--- src/rtl/rf_writeback_arbiter_pkg.sv ---
// Shared definitions for the register-file writeback arbiter and decode hazard logic:
// default widths and the starvation FSM encoding.
package rf_writeback_arbiter_pkg;

   localparam int unsigned DEF_DATA_WIDTH   = 32;
   localparam int unsigned DEF_ADDR_WIDTH   = 5;
   localparam int unsigned DEF_STARVE_LIMIT = 4;

   typedef enum logic [1:0] {
      ST_IDLE  = 2'd0,
      ST_WAIT  = 2'd1,
      ST_FORCE = 2'd2
   } arb_state_e;

endpackage

--- src/rtl/rf_writeback_arbiter_scoreboard.sv ---
// Pending-write scoreboard for long-latency destinations: one busy bit per register,
// x0 never busy, set wins over a same-cycle clear of the same register.
module rf_writeback_arbiter_scoreboard
   import rf_writeback_arbiter_pkg::*;
#(
   parameter int unsigned ADDR_WIDTH = DEF_ADDR_WIDTH
) (
   input  logic                  clk_i,
   input  logic                  reset_i,
   input  logic                  set_en_i,
   input  logic [ADDR_WIDTH-1:0] set_addr_i,
   input  logic                  clr_en_i,
   input  logic [ADDR_WIDTH-1:0] clr_addr_i,
   input  logic [ADDR_WIDTH-1:0] rs1_addr_i,
   input  logic [ADDR_WIDTH-1:0] rs2_addr_i,
   input  logic [ADDR_WIDTH-1:0] rs3_addr_i,
   output logic                  rs1_busy_o,
   output logic                  rs2_busy_o,
   output logic                  rs3_busy_o
);

   localparam int unsigned NUM_REGS = 2 ** ADDR_WIDTH;

   logic [NUM_REGS-1:0] busy_q;
   logic [NUM_REGS-1:0] busy_d;

   // NOTE: clear is applied before set so that a same-cycle set of the same register wins.
   always_comb begin
      busy_d = busy_q;
      if (clr_en_i) busy_d[clr_addr_i] = 1'b0;
      if (set_en_i) busy_d[set_addr_i] = 1'b1;
      busy_d[0] = 1'b0;
   end

   // NOTE: sequential state uses non-blocking assignments; reset is synchronous and
   // clears the whole vector since it is only 2**ADDR_WIDTH flops, not a RAM.
   always_ff @(posedge clk_i) begin
      if (reset_i) busy_q <= '0;
      else         busy_q <= busy_d;
   end

   assign rs1_busy_o = busy_q[rs1_addr_i];
   assign rs2_busy_o = busy_q[rs2_addr_i];
   assign rs3_busy_o = busy_q[rs3_addr_i];

endmodule

--- src/rtl/rf_writeback_arbiter.sv ---
// Shares the single register-file write port between pipeline writeback and the
// long-latency unit, with starvation forcing and a busy-register hazard stall.
module rf_writeback_arbiter
   import rf_writeback_arbiter_pkg::*;
#(
   parameter int unsigned DATA_WIDTH   = DEF_DATA_WIDTH,
   parameter int unsigned ADDR_WIDTH   = DEF_ADDR_WIDTH,
   parameter int unsigned STARVE_LIMIT = DEF_STARVE_LIMIT
) (
   input  logic                  clk_i,
   input  logic                  reset_i,
   input  logic                  pipe_we_i,
   input  logic [ADDR_WIDTH-1:0] pipe_rd_i,
   input  logic [DATA_WIDTH-1:0] pipe_data_i,
   input  logic                  ll_valid_i,
   input  logic [ADDR_WIDTH-1:0] ll_rd_i,
   input  logic [DATA_WIDTH-1:0] ll_data_i,
   output logic                  ll_ready_o,
   input  logic                  issue_valid_i,
   input  logic [ADDR_WIDTH-1:0] issue_rd_i,
   input  logic [ADDR_WIDTH-1:0] rs1_addr_i,
   input  logic [ADDR_WIDTH-1:0] rs2_addr_i,
   output logic                  hazard_stall_o,
   output logic                  pipe_hold_o,
   output logic                  rf_write_o,
   output logic [ADDR_WIDTH-1:0] rf_inaddress_o,
   output logic [DATA_WIDTH-1:0] rf_in_o
);

   localparam int unsigned           CNT_WIDTH = $clog2(STARVE_LIMIT + 1);
   localparam logic [CNT_WIDTH-1:0]  CNT_LIMIT = CNT_WIDTH'(STARVE_LIMIT);

   arb_state_e           state_q, state_d;
   logic [CNT_WIDTH-1:0] cnt_q, cnt_d;

   logic pipe_req;
   logic force_st;
   logic grant_pipe;
   logic grant_ll;
   logic ll_hs;
   logic rs1_busy, rs2_busy, issue_busy;
   logic issue_accept;

   // A pipe write to x0 is not a real request and never blocks the LL unit.
   assign pipe_req   = pipe_we_i & (pipe_rd_i != '0);
   assign force_st   = (state_q == ST_FORCE);
   assign grant_pipe = pipe_req & ~force_st;
   assign grant_ll   = ll_valid_i & (force_st | ~pipe_req);
   assign ll_hs      = grant_ll & ~reset_i;

   // NOTE: every always_comb output gets a default first so no latch is inferred.
   always_comb begin
      state_d = state_q;
      cnt_d   = cnt_q;
      unique case (state_q)
         ST_IDLE: begin
            if (ll_valid_i && pipe_req) begin
               state_d = ST_WAIT;
               cnt_d   = CNT_WIDTH'(1);
            end
         end
         ST_WAIT: begin
            if (ll_valid_i && pipe_req) begin
               cnt_d = cnt_q + CNT_WIDTH'(1);
               if (cnt_d >= CNT_LIMIT) state_d = ST_FORCE;
            end else begin
               state_d = ST_IDLE;
               cnt_d   = '0;
            end
         end
         default: begin
            state_d = ST_IDLE;
            cnt_d   = '0;
         end
      endcase
   end

   always_ff @(posedge clk_i) begin
      if (reset_i) begin
         state_q <= ST_IDLE;
         cnt_q   <= '0;
      end else begin
         state_q <= state_d;
         cnt_q   <= cnt_d;
      end
   end

   always_comb begin
      rf_write_o     = 1'b0;
      rf_inaddress_o = '0;
      rf_in_o        = '0;
      if (grant_pipe) begin
         rf_write_o     = 1'b1;
         rf_inaddress_o = pipe_rd_i;
         rf_in_o        = pipe_data_i;
      end else if (grant_ll) begin
         rf_write_o     = (ll_rd_i != '0);
         rf_inaddress_o = ll_rd_i;
         rf_in_o        = ll_data_i;
      end
      if (reset_i) begin
         rf_write_o     = 1'b0;
         rf_inaddress_o = '0;
         rf_in_o        = '0;
      end
   end

   assign ll_ready_o  = ll_hs;
   assign pipe_hold_o = force_st & ~reset_i;

   // Issue is refused while its destination is still pending; decode stalls instead.
   assign issue_accept = issue_valid_i & ~issue_busy;

   rf_writeback_arbiter_scoreboard #(
      .ADDR_WIDTH (ADDR_WIDTH)
   ) u_scoreboard (
      .clk_i      (clk_i),
      .reset_i    (reset_i),
      .set_en_i   (issue_accept),
      .set_addr_i (issue_rd_i),
      .clr_en_i   (ll_hs),
      .clr_addr_i (ll_rd_i),
      .rs1_addr_i (rs1_addr_i),
      .rs2_addr_i (rs2_addr_i),
      .rs3_addr_i (issue_rd_i),
      .rs1_busy_o (rs1_busy),
      .rs2_busy_o (rs2_busy),
      .rs3_busy_o (issue_busy)
   );

   assign hazard_stall_o = (rs1_busy | rs2_busy | (issue_valid_i & issue_busy)) & ~reset_i;

endmodule

--- config.mk ---
export PLATFORM = sky130hd
export DESIGN_NAME = rf_writeback_arbiter
export DESIGN_NICKNAME = d
export VERILOG_FILES = /design/src/rtl/rf_writeback_arbiter_pkg.sv /design/src/rtl/rf_writeback_arbiter_scoreboard.sv /design/src/rtl/rf_writeback_arbiter.sv
export SDC_FILE = /design/constraint.sdc
export NUM_CORES = 1
export LEC_CHECK = 0
export BUFFER_PORTS_ARGS = -buffer_cell sky130_fd_sc_hd__buf_4
export CAP_MARGIN = 15
export CORE_MARGIN = 4
export CORE_UTILIZATION = 45
export CTS_CLUSTER_DIAMETER = 120
export CTS_CLUSTER_SIZE = 20
export DETAILED_ROUTE_END_ITERATION = 8
export PLACE_DENSITY = 0.76
export RECOVER_POWER = 50
export SLEW_MARGIN = 20
export SYNTH_ARGS = -nofsm -noshare
export SYNTH_HDL_FRONTEND = slang
export SYNTH_HIERARCHICAL = 1
export SYNTH_SLANG_ARGS = --single-unit
--- constraint.sdc ---
create_clock -name clk_i -period 7.4 [get_ports clk_i]
set_clock_uncertainty 0.2 [all_clocks]
set_input_delay 0.74 -clock clk_i [delete_from_list [all_inputs] [get_ports clk_i]]
set_output_delay 0.74 -clock clk_i [all_outputs]
set_load 0.005 [all_outputs]
==> impl_metrics.py, run 1 <==
metrics = {
    "status": {
        "status": "finished with violations",
        "violations": "max-capacitance violations, max-slew violations",
    },
    "critical_path": {
        "end_kind": "primary output",
        "worstPathMaxFanout": 77,
        "startpoint_type": "primary input",
        "critical_path_arrival_ns": 3.73,
        "path_class": "primary input to primary output",
        "r2r_cells": 7,
        "cp.required_ns": 6.46,
    },
    "floorplan": {
        "rows": 29,
        "fp.dieW_um": 90.8,
        "fp.dieArea_um2": 8250,
        "die_y_um": 90.8,
        "pin_count": 135,
        "initial_core_util": 0.475,
        "core_um2": 6490,
    },
    "clock_tree": {
        "cts_root_buf": "clkbuf_8",
        "clkSinkCount": 36,
        "clkSlewWorstSetupHoldPaths_ns": 0.07,
        "cts_hold_buffers": 0,
        "cts_resized": 0,
        "htreeDepth": 2,
        "cts_tree": "yes",
        "clockBufferDepth": 2,
        "post_cts_buffers": 0,
        "cts_made_buffers": 5,
        "clk_latency_ns": 0.29,
    },
    "synthesis": {
        "syn-num-nets": 521,
        "seq_area_frac_synth": 0.233,
        "synth_cells": 426,
        "async_reset_ff_frac": 0,
        "yosys_warnings": 6,
        "synth_edf_count": 0,
        "syn_area_per_cell_um2": 7.25,
        "synthFlopType": "dfxtp_1",
        "ys_ff_latch": 36,
        "synth_cell_types": 37,
        "syn_area_um2": 3090,
    },
    "min_path": {
        "hold_depth": 2,
        "hp-class": "flip-flop to flip-flop",
    },
    "sta": {
        "fin_setup_tns_ns": 0,
        "hold_viol": 0,
        "fmax_mhz": 214,
        "rsz0062_at_grt": "false",
        "worst_slew_pin_slew_ns": 3.23,
        "setup_viol": 0,
        "fin_crit_sh": 0.631,
        "fin_crit_ns": 4.67,
        "final.setup.worst_slack_ns": 2.73,
        "relSlewSlack": -1.15,
        "slew_violations": 78,
    },
    "global_route": {
        "grt_first_pass_wirelength_um": 17300,
        "grt_antenna_before_repair": 0,
        "grt_max_degree": 78,
        "grt.overflow.total": 0,
        "track_usage": 0.254,
        "grt_pass1_vias": 3610,
    },
    "layout": {
        "drive_above_1_share": 0.279,
        "multiInputGateArea_um2": 2150,
        "syn2layout_area_growth_pct": 32.4,
        "utilization": 0.629,
        "post_layout_nonfiller_instances": 615,
        "diodes": 0,
        "final_nets": 633,
        "seq_area_um2": 721,
        "finalInstanceArea_um2": 4090,
        "fillCellCount": 593,
    },
    "placed_design": {
        "place.detailed.hpwl_um": 8320,
        "detailed_place.area_um2": 4010,
        "gp_congestion": 0.956,
        "post-place-cells": 608,
        "portBuffers": 134,
        "post-place-ws_ns": 3.84,
    },
    "drt": {
        "wl_per_cell_um": 17.9,
        "routed_wl_um": 11000,
        "drtIter0Drc": 287,
        "drtPass1Iterations": 5,
        "postRouteAntennaNets": 0,
        "vias_per_cell": 6.09,
        "dr_total_vias": 3746,
        "drc": 0,
    },
    "flow_run": {
        "drv_cap": 1,
    },
    "power": {
        "leakage_nw": 1.72,
        "p_per_area_nw_per_um2": 122,
        "peakVddDrop_mv": 0.0653,
    },
}
==> worst max-delay path: stages <==
cell and delay, ns:
clkbuf_1 2.24, nor3b_1 0.40, buf_4 0.32
==> layout make-up <==
| cell class | count | share of cell area |
|---|---|---|
| clock buffers | 7 | 0.0236 |
| inverters | 3 | 0.00276 |
| multi-input cells | 356 | 0.527 |
| flip-flops and latches | 36 | 0.176 |
| well taps | 77 | 0.0236 |
| repair buffers | 136 | 0.247 |
==> logic make-up (layout without fill, tap and decap cells) <==
group,after synthesis,in the layout,share of synthesized area
flip-flops,36,36,0.233
AO/OA/AOI/OAI,134,134,0.240
multiplexers,37,37,0.161
adder cells (fa/ha/maj),1,1,0.00405
AND/OR/NAND/NOR,184,184,0.293
buffers and inverters,34,146,0.0681
==> report_power, final <==
group	internal, W	total [W]	switching [W]
clock	0.0000829	0.000149	0.0000666
combinational	0.0000738	0.000148	0.0000745
sequential	0.000196	0.000199	0.00000275
==> registers in the layout, summed over array words and instances (netlist names) <==
name / cells
cnt_q: 3
state_q: 2
u_scoreboard/busy_q: 31
==> final timing paths <==
| check | startpoint | to | slack (ns) |
|---|---|---|---|
| min reg2reg | u_scoreboard/busy_q[17]$_SDFF_PP0_ | u_scoreboard/busy_q[17]$_SDFF_PP0_ | 0.31 |
| max | reset_i | ll_ready_o | 2.73 |
| min | u_scoreboard/busy_q[17]$_SDFF_PP0_ | u_scoreboard/busy_q[17]$_SDFF_PP0_ | 0.31 |
| max reg2reg | state_q[1]$_SDFFE_PP0P_ | u_scoreboard/busy_q[20]$_SDFF_PP0_ | 4.60 |
==> cells in the mapped netlist, types with 7 or more instances <==
master,number,area [µm²]
nand2b_1,7,43.8
buf_6,8,90.1
dfxtp_1,36,721
nand2_1,75,282
mux2i_1,27,270
nand3b_1,7,52.6
a21oi_1,78,390
o21ai_0,33,165
nor2_1,12,45.0
nand3_1,52,260
clkbuf_1,13,48.8
==> metal layers <==
layer / GRT usage / wire (µm) / up-vias
li1: - / - / 1785
met1: 0.302 / 4340 / 1741
met2: 0.427 / 5180 / 201
met3: 0.0800 / 1220 / 19
met4: 0.0967 / 243 / 0
met5: 0 / 0 / -
==> metrics by stage <==
stage          hold WS, ns  power, W
4_1_cts              0.312  0.000499
2_1_floorplan        0.265  0.000276
3_5_place_dp         0.303  0.000351
3_3_place_gp         0.292  0.000348
5_1_grt              0.343  0.000520
6_report             0.312  0.000497
==> cell usage in the layout (no fill, tap or decap), drive strengths merged, types with 5 or more instances in the layout <==
| cell | synthesis | final |
|---|---|---|
| a22oi | 6 | 6 |
| buf | 18 | 123 |
| clkbuf | 13 | 20 |
| mux2i | 27 | 27 |
| nand3b | 7 | 7 |
| nand2b | 7 | 7 |
| o211ai | 6 | 6 |
| nor3b | 5 | 5 |
| dfxtp | 36 | 36 |
| o21ai | 33 | 33 |
| nand2 | 75 | 75 |
| a211oi | 6 | 6 |
| nor2b | 6 | 6 |
| nor2 | 12 | 12 |
| nand3 | 52 | 52 |
| a21oi | 78 | 78 |
| mux4 | 9 | 9 |
(Power assumes the default switching activity.)
==> run 2: changes to the inputs <==
clock period = 4.65 ns   (was 7.4 ns; I/O delays follow)
==> impl_metrics.py, run 2 (synthesis results as in run 1) <==
metrics = {
    "clock_tree": {
        "cts_resized": 0,
        "clk_latency_ns": 0.28,
        "post_cts_buffers": 0,
        "clockBufferDepth": 2,
        "cts_made_buffers": 5,
        "clkSinkCount": 36,
        "htreeDepth": 2,
        "cts_hold_buffers": 0,
        "cts_tree": "yes",
        "cts_root_buf": "clkbuf_8",
        "clkSlewWorstSetupHoldPaths_ns": 0.07,
    },
    "global_route": {
        "track_usage": 0.256,
        "grt_pass1_vias": 3551,
        "grt_first_pass_wirelength_um": 17400,
        "grt_max_degree": 78,
        "grt.overflow.total": 0,
        "grt_antenna_before_repair": 0,
    },
    "layout": {
        "diodes": 0,
        "fillCellCount": 612,
        "drive_above_1_share": 0.264,
        "final_common_cell": "buf_4",
        "final_nets": 633,
        "largest_register": "u_scoreboard/busy_q",
        "largest_register_ffs": 31,
        "layout_common_cells": "buf_4, a21oi_1, nand2_1",
        "utilization": 0.622,
        "reg_top3": "u_scoreboard/busy_q (31), cnt_q (3), state_q (2)",
        "syn2layout_area_growth_pct": 30.8,
    },
    "sta": {
        "relSlewSlack": -0.00913,
        "fin_crit_sh": 0.665,
        "fmax_mhz": 323,
        "fin_setup_tns_ns": 0,
        "fin_crit_ns": 3.09,
        "rsz0062_at_grt": "false",
        "slew_violations": 78,
        "worst_slew_pin_slew_ns": 1.51,
        "hold_viol": 0,
        "setup_viol": 0,
    },
    "critical_path": {
        "startpoint_type": "primary input",
        "cp.required_ns": 4.54,
        "slowest_delay_ns": 0.60,
        "cp_top_family": "simple AND/OR/NAND/NOR gates",
        "worstPathMaxFanout": 38,
        "path_buf_inv": 2,
        "slowest_stage": "or4_1",
        "crit_chain": "clkbuf_4, or4_1, o211a_1, buf_4, nor3b_1, or3b_2, o21ai_0, a21oi_1",
        "critical_path_arrival_ns": 2.99,
        "end_kind": "flip-flop",
        "path_class": "primary input to flip-flop",
    },
    "floorplan": {
        "rows": 29,
        "fp.dieW_um": 90.8,
        "die_y_um": 90.8,
        "initial_core_util": 0.475,
        "fp.dieArea_um2": 8250,
        "core_um2": 6490,
        "pin_count": 135,
    },
    "min_path": {
        "hp-class": "flip-flop to flip-flop",
    },
    "status": {
        "status": "finished with violations",
        "violations": "max-capacitance violations, max-slew violations",
    },
    "drt": {
        "dr_total_vias": 3738,
        "drc": 0,
        "vias_per_cell": 6.08,
        "drtPass1Iterations": 6,
        "postRouteAntennaNets": 0,
        "wl_per_cell_um": 17.9,
        "drtIter0Drc": 291,
        "routed_wl_um": 11000,
    },
    "power": {
        "leakage_nw": 1.68,
        "peakVddDrop_mv": 0.0915,
        "p_per_area_nw_per_um2": 186,
    },
    "placed_design": {
        "gp_congestion": 0.891,
        "portBuffers": 134,
        "place.detailed.hpwl_um": 8450,
    },
    "flow_run": {
        "drv_cap": 1,
    },
}
## run 2: final timing paths
kind / startpoint / to / slack [ns] / cells past startpoint
max: pipe_rd_i[0] / u_scoreboard/busy_q[28]$_SDFF_PP0_ / 1.56 / 8
min: cnt_q[2]$_SDFFE_PP0P_ / cnt_q[2]$_SDFFE_PP0P_ / 0.32 / 2
max reg2reg: u_scoreboard/busy_q[7]$_SDFF_PP0_ / u_scoreboard/busy_q[24]$_SDFF_PP0_ / 1.86 / 8
min reg2reg: cnt_q[2]$_SDFFE_PP0P_ / cnt_q[2]$_SDFFE_PP0P_ / 0.32 / 2
## run 2: layout make-up
class                           instances  area, µm²  share of cell area
Clock inverter                          1       5.00             0.00124
Tap cell                               77       96.3              0.0239
Timing Repair Buffer                  136        981               0.243
Multi-Input combinational cell        356       2150               0.533
Clock buffer                            6       72.6              0.0180
Inverter                                3       11.3             0.00279
Sequential cell                        36        721               0.178
## run 2: routing by layer
| metal | part of all wire | global-route usage | vias to the layer above |
|---|---|---|---|
| met2 | 0.49 | 0.429 | 204 |
| met5 | 0 | 0 | - |
| met1 | 0.39 | 0.310 | 1738 |
| li1 | - | - | 1784 |
| met4 | 0.015 | 0.0854 | 0 |
| met3 | 0.11 | 0.0792 | 12 |
## run 2: where the power goes
| part | internal, W | leakage [nW] | switching [W] | total (W) |
|---|---|---|---|---|
| clock network | 0.000102 | 0.0410 | 0.000101 | 0.000203 |
| logic | 0.000113 | 1.35 | 0.000118 | 0.000231 |
| registers | 0.000312 | 0.291 | 0.00000438 | 0.000317 |
| total | 0.000527 | 1.68 | 0.000223 | 0.000751 |
## run 2: worst register-to-register path, stage by stage (launching register included)
cell	delay [ns]
dfxtp_1	0.35
mux4_2	0.47
nand2b_1	0.16
o211ai_1	0.12
nand4_1	0.14
nor2b_1	0.24
nor3b_1	0.72
nand2_1	0.13
a21oi_1	0.16
## run 2: stage by stage
| step | hold slack (ns) | cells | total power (W) | cell area, µm² | setup WS, ns |
|---|---|---|---|---|---|
| after floorplan | 0.265 | 426 | 0.000440 | 3090 | 1.71 |
| after global placement | 0.286 | 608 | 0.000554 | 4010 | 1.49 |
| after detailed placement | 0.301 | 608 | 0.000559 | 4010 | 1.38 |
| after CTS | 0.314 | 615 | 0.000757 | 4080 | 1.68 |
| after global routing | 0.338 | 615 | 0.000785 | 4040 | 1.38 |
| final | 0.315 | 615 | 0.000751 | 4040 | 1.56 |
==> run 3: changes to the inputs <==
CORE_UTILIZATION = 44   (was 45)
PLACE_DENSITY = 0.78   (was 0.76)
clock period = 2.7 ns   (was 4.65 ns; I/O delays follow)
==> impl_metrics.py, run 3 (synthesis results as in run 1) <==
metrics = {
    "status": {
        "status": "completed",
    },
    "drt": {
        "drtPass1Iterations": 5,
        "dr_total_vias": 3759,
        "drtIter0Drc": 296,
        "routed_wl_um": 10900,
        "wl_per_cell_um": 17.1,
        "vias_per_cell": 5.88,
        "postRouteAntennaNets": 0,
        "drc": 0,
    },
    "sta": {
        "hold_viol": 0,
        "worst_hold_slack_ns": 0.204,
        "setup_viol": 0,
        "fmax_mhz": 392,
        "rsz0062_at_grt": "false",
        "relSlewSlack": 0.665,
        "worst_slew_pin_slew_ns": 0.502,
        "fin_crit_sh": 0.944,
        "fin_setup_tns_ns": 0,
        "slew_violations": 0,
        "fin_crit_ns": 2.55,
    },
    "layout": {
        "layout_common_cells": "buf_4, a21oi_1, nand2_1",
        "final_nets": 637,
        "finalInstanceArea_um2": 4140,
        "fillCellCount": 651,
        "largest_register_ffs": 31,
        "reg_top3": "u_scoreboard/busy_q (31), cnt_q (3), state_q (2)",
        "largest_register": "u_scoreboard/busy_q",
        "diodes": 0,
        "post_layout_nonfiller_instances": 639,
        "syn2layout_area_growth_pct": 34.2,
        "final_common_cell": "buf_4",
        "drive_above_1_share": 0.278,
    },
    "critical_path": {
        "r2r-end": "u_scoreboard/busy_q[3]$_SDFF_PP0_",
        "end_kind": "primary output",
        "worstPathMaxFanout": 4,
        "cp.required_ns": 2.23,
        "path_class": "flip-flop to primary output",
        "r2r_setup_slack_ns": 0.27,
        "crit_chain": "mux4_1, o2111ai_1, nand4_1, a211oi_2, nor2_1, buf_4",
        "r2r_cells": 7,
        "slowest_stage": "mux4_1",
        "slowest_delay_ns": 0.54,
        "critical_path_arrival_ns": 2.08,
        "startpoint_type": "flip-flop",
        "rr_startpoint": "u_scoreboard/busy_q[18]$_SDFF_PP0_",
    },
    "clock_tree": {
        "post_cts_buffers": 0,
        "cts_root_buf": "clkbuf_8",
        "cts_resized": 0,
        "cts_made_buffers": 5,
        "cts_hold_buffers": 0,
        "htreeDepth": 2,
        "clockBufferDepth": 2,
        "clk_latency_ns": 0.29,
        "clkSinkCount": 36,
        "clkSlewWorstSetupHoldPaths_ns": 0.07,
        "cts_tree": "yes",
    },
    "floorplan": {
        "rows": 30,
        "core_um2": 6790,
        "die_y_um": 91.8,
        "pin_count": 135,
        "fp.dieW_um": 91.8,
        "initial_core_util": 0.454,
        "fp.dieArea_um2": 8420,
    },
    "min_path": {
        "hold_path_end": "u_scoreboard/busy_q[1]$_SDFF_PP0_",
        "hp-class": "primary input to flip-flop",
        "min_from": "issue_rd_i[3]",
        "hold_depth": 4,
    },
    "placed_design": {
        "place.detailed.hpwl_um": 8310,
        "portBuffers": 134,
        "gp_congestion": 0.901,
        "detailed_place.area_um2": 4080,
        "post-place-cells": 631,
    },
    "global_route": {
        "grt.overflow.total": 0,
        "grt_max_degree": 45,
        "track_usage": 0.250,
        "grt_first_pass_wirelength_um": 17300,
        "grt_antenna_before_repair": 0,
        "grt_pass1_vias": 3484,
    },
    "power": {
        "p_per_area_nw_per_um2": 325,
        "leakage_nw": 1.72,
        "peakVddDrop_mv": 0.172,
    },
    "flow_run": {
        "drv_cap": 0,
    },
}
run 3: changes by cell type in the layout (fill, tap and decap cells not counted):
cell / previous run / this run
clkbuf_4: 22 / 25
clkbuf_8: 5 / 6
nor3b_2: 0 / 1
a211oi_2: 0 / 1
nor3b_1: 5 / 4
buf_12: 0 / 1
buf_1: 0 / 1
clkbuf_1: 11 / 8
clkinv_2: 1 / 0
buf_4: 103 / 107
a211oi_1: 6 / 5
clkbuf_2: 1 / 0
run 3: routing by layer:
metal  wire length, µm  up-vias  global-route usage
met3              1130       21              0.0714
met5                 0        -                   0
met4               234        0              0.0854
met2              5300      190               0.416
met1              4230     1755               0.308
li1                  -     1793                   -
run 3: worst max path at each step:
stage,cells after the start,startpoint,end
after floorplan,7,pipe_rd_i[0],u_scoreboard/busy_q[16]$_SDFF_PP0_
after global placement,7,pipe_rd_i[0],u_scoreboard/busy_q[16]$_SDFF_PP0_
after detailed placement,8,pipe_rd_i[0],u_scoreboard/busy_q[7]$_SDFF_PP0_
after CTS,6,u_scoreboard/busy_q[16]$_SDFF_PP0_,hazard_stall_o
after global routing,7,u_scoreboard/busy_q[23]$_SDFF_PP0_,hazard_stall_o
final,6,u_scoreboard/busy_q[18]$_SDFF_PP0_,hazard_stall_o
run 3: final cells by class:
class,instances,area [µm²],share of cell area
multi-input combinational,356,2160,0.522
timing repair buffer,140,1040,0.250
sequential,36,721,0.174
tap,96,120,0.0290
clock buffer,8,90.1,0.0218
inverter,3,11.3,0.00272
run 3: power breakdown:
group          leakage (nW)  switching, W  internal [W]
sequential            0.291    0.00000737      0.000538
combinational          1.39      0.000207      0.000203
clock                0.0455      0.000181      0.000208
total                  1.72      0.000395      0.000949
run 3: worst max-delay path: cells and delay by family (launching register included):
kind / cells / cell delay [ns]
buf+inv: 1 / 0.15
compound gates: 2 / 0.54
mux: 1 / 0.54
simple gates: 2 / 0.23
flops: 1 / 0.33
run 3: through the flow:
step                      setup slack (ns)  total power (W)   util
after floorplan                     0.0906         0.000757      -
after global placement               0.197         0.000961  0.600
after detailed placement             0.159         0.000969  0.600
after CTS                            0.109          0.00135  0.613
after global routing               0.00170          0.00141  0.610
final                                0.151          0.00134  0.610
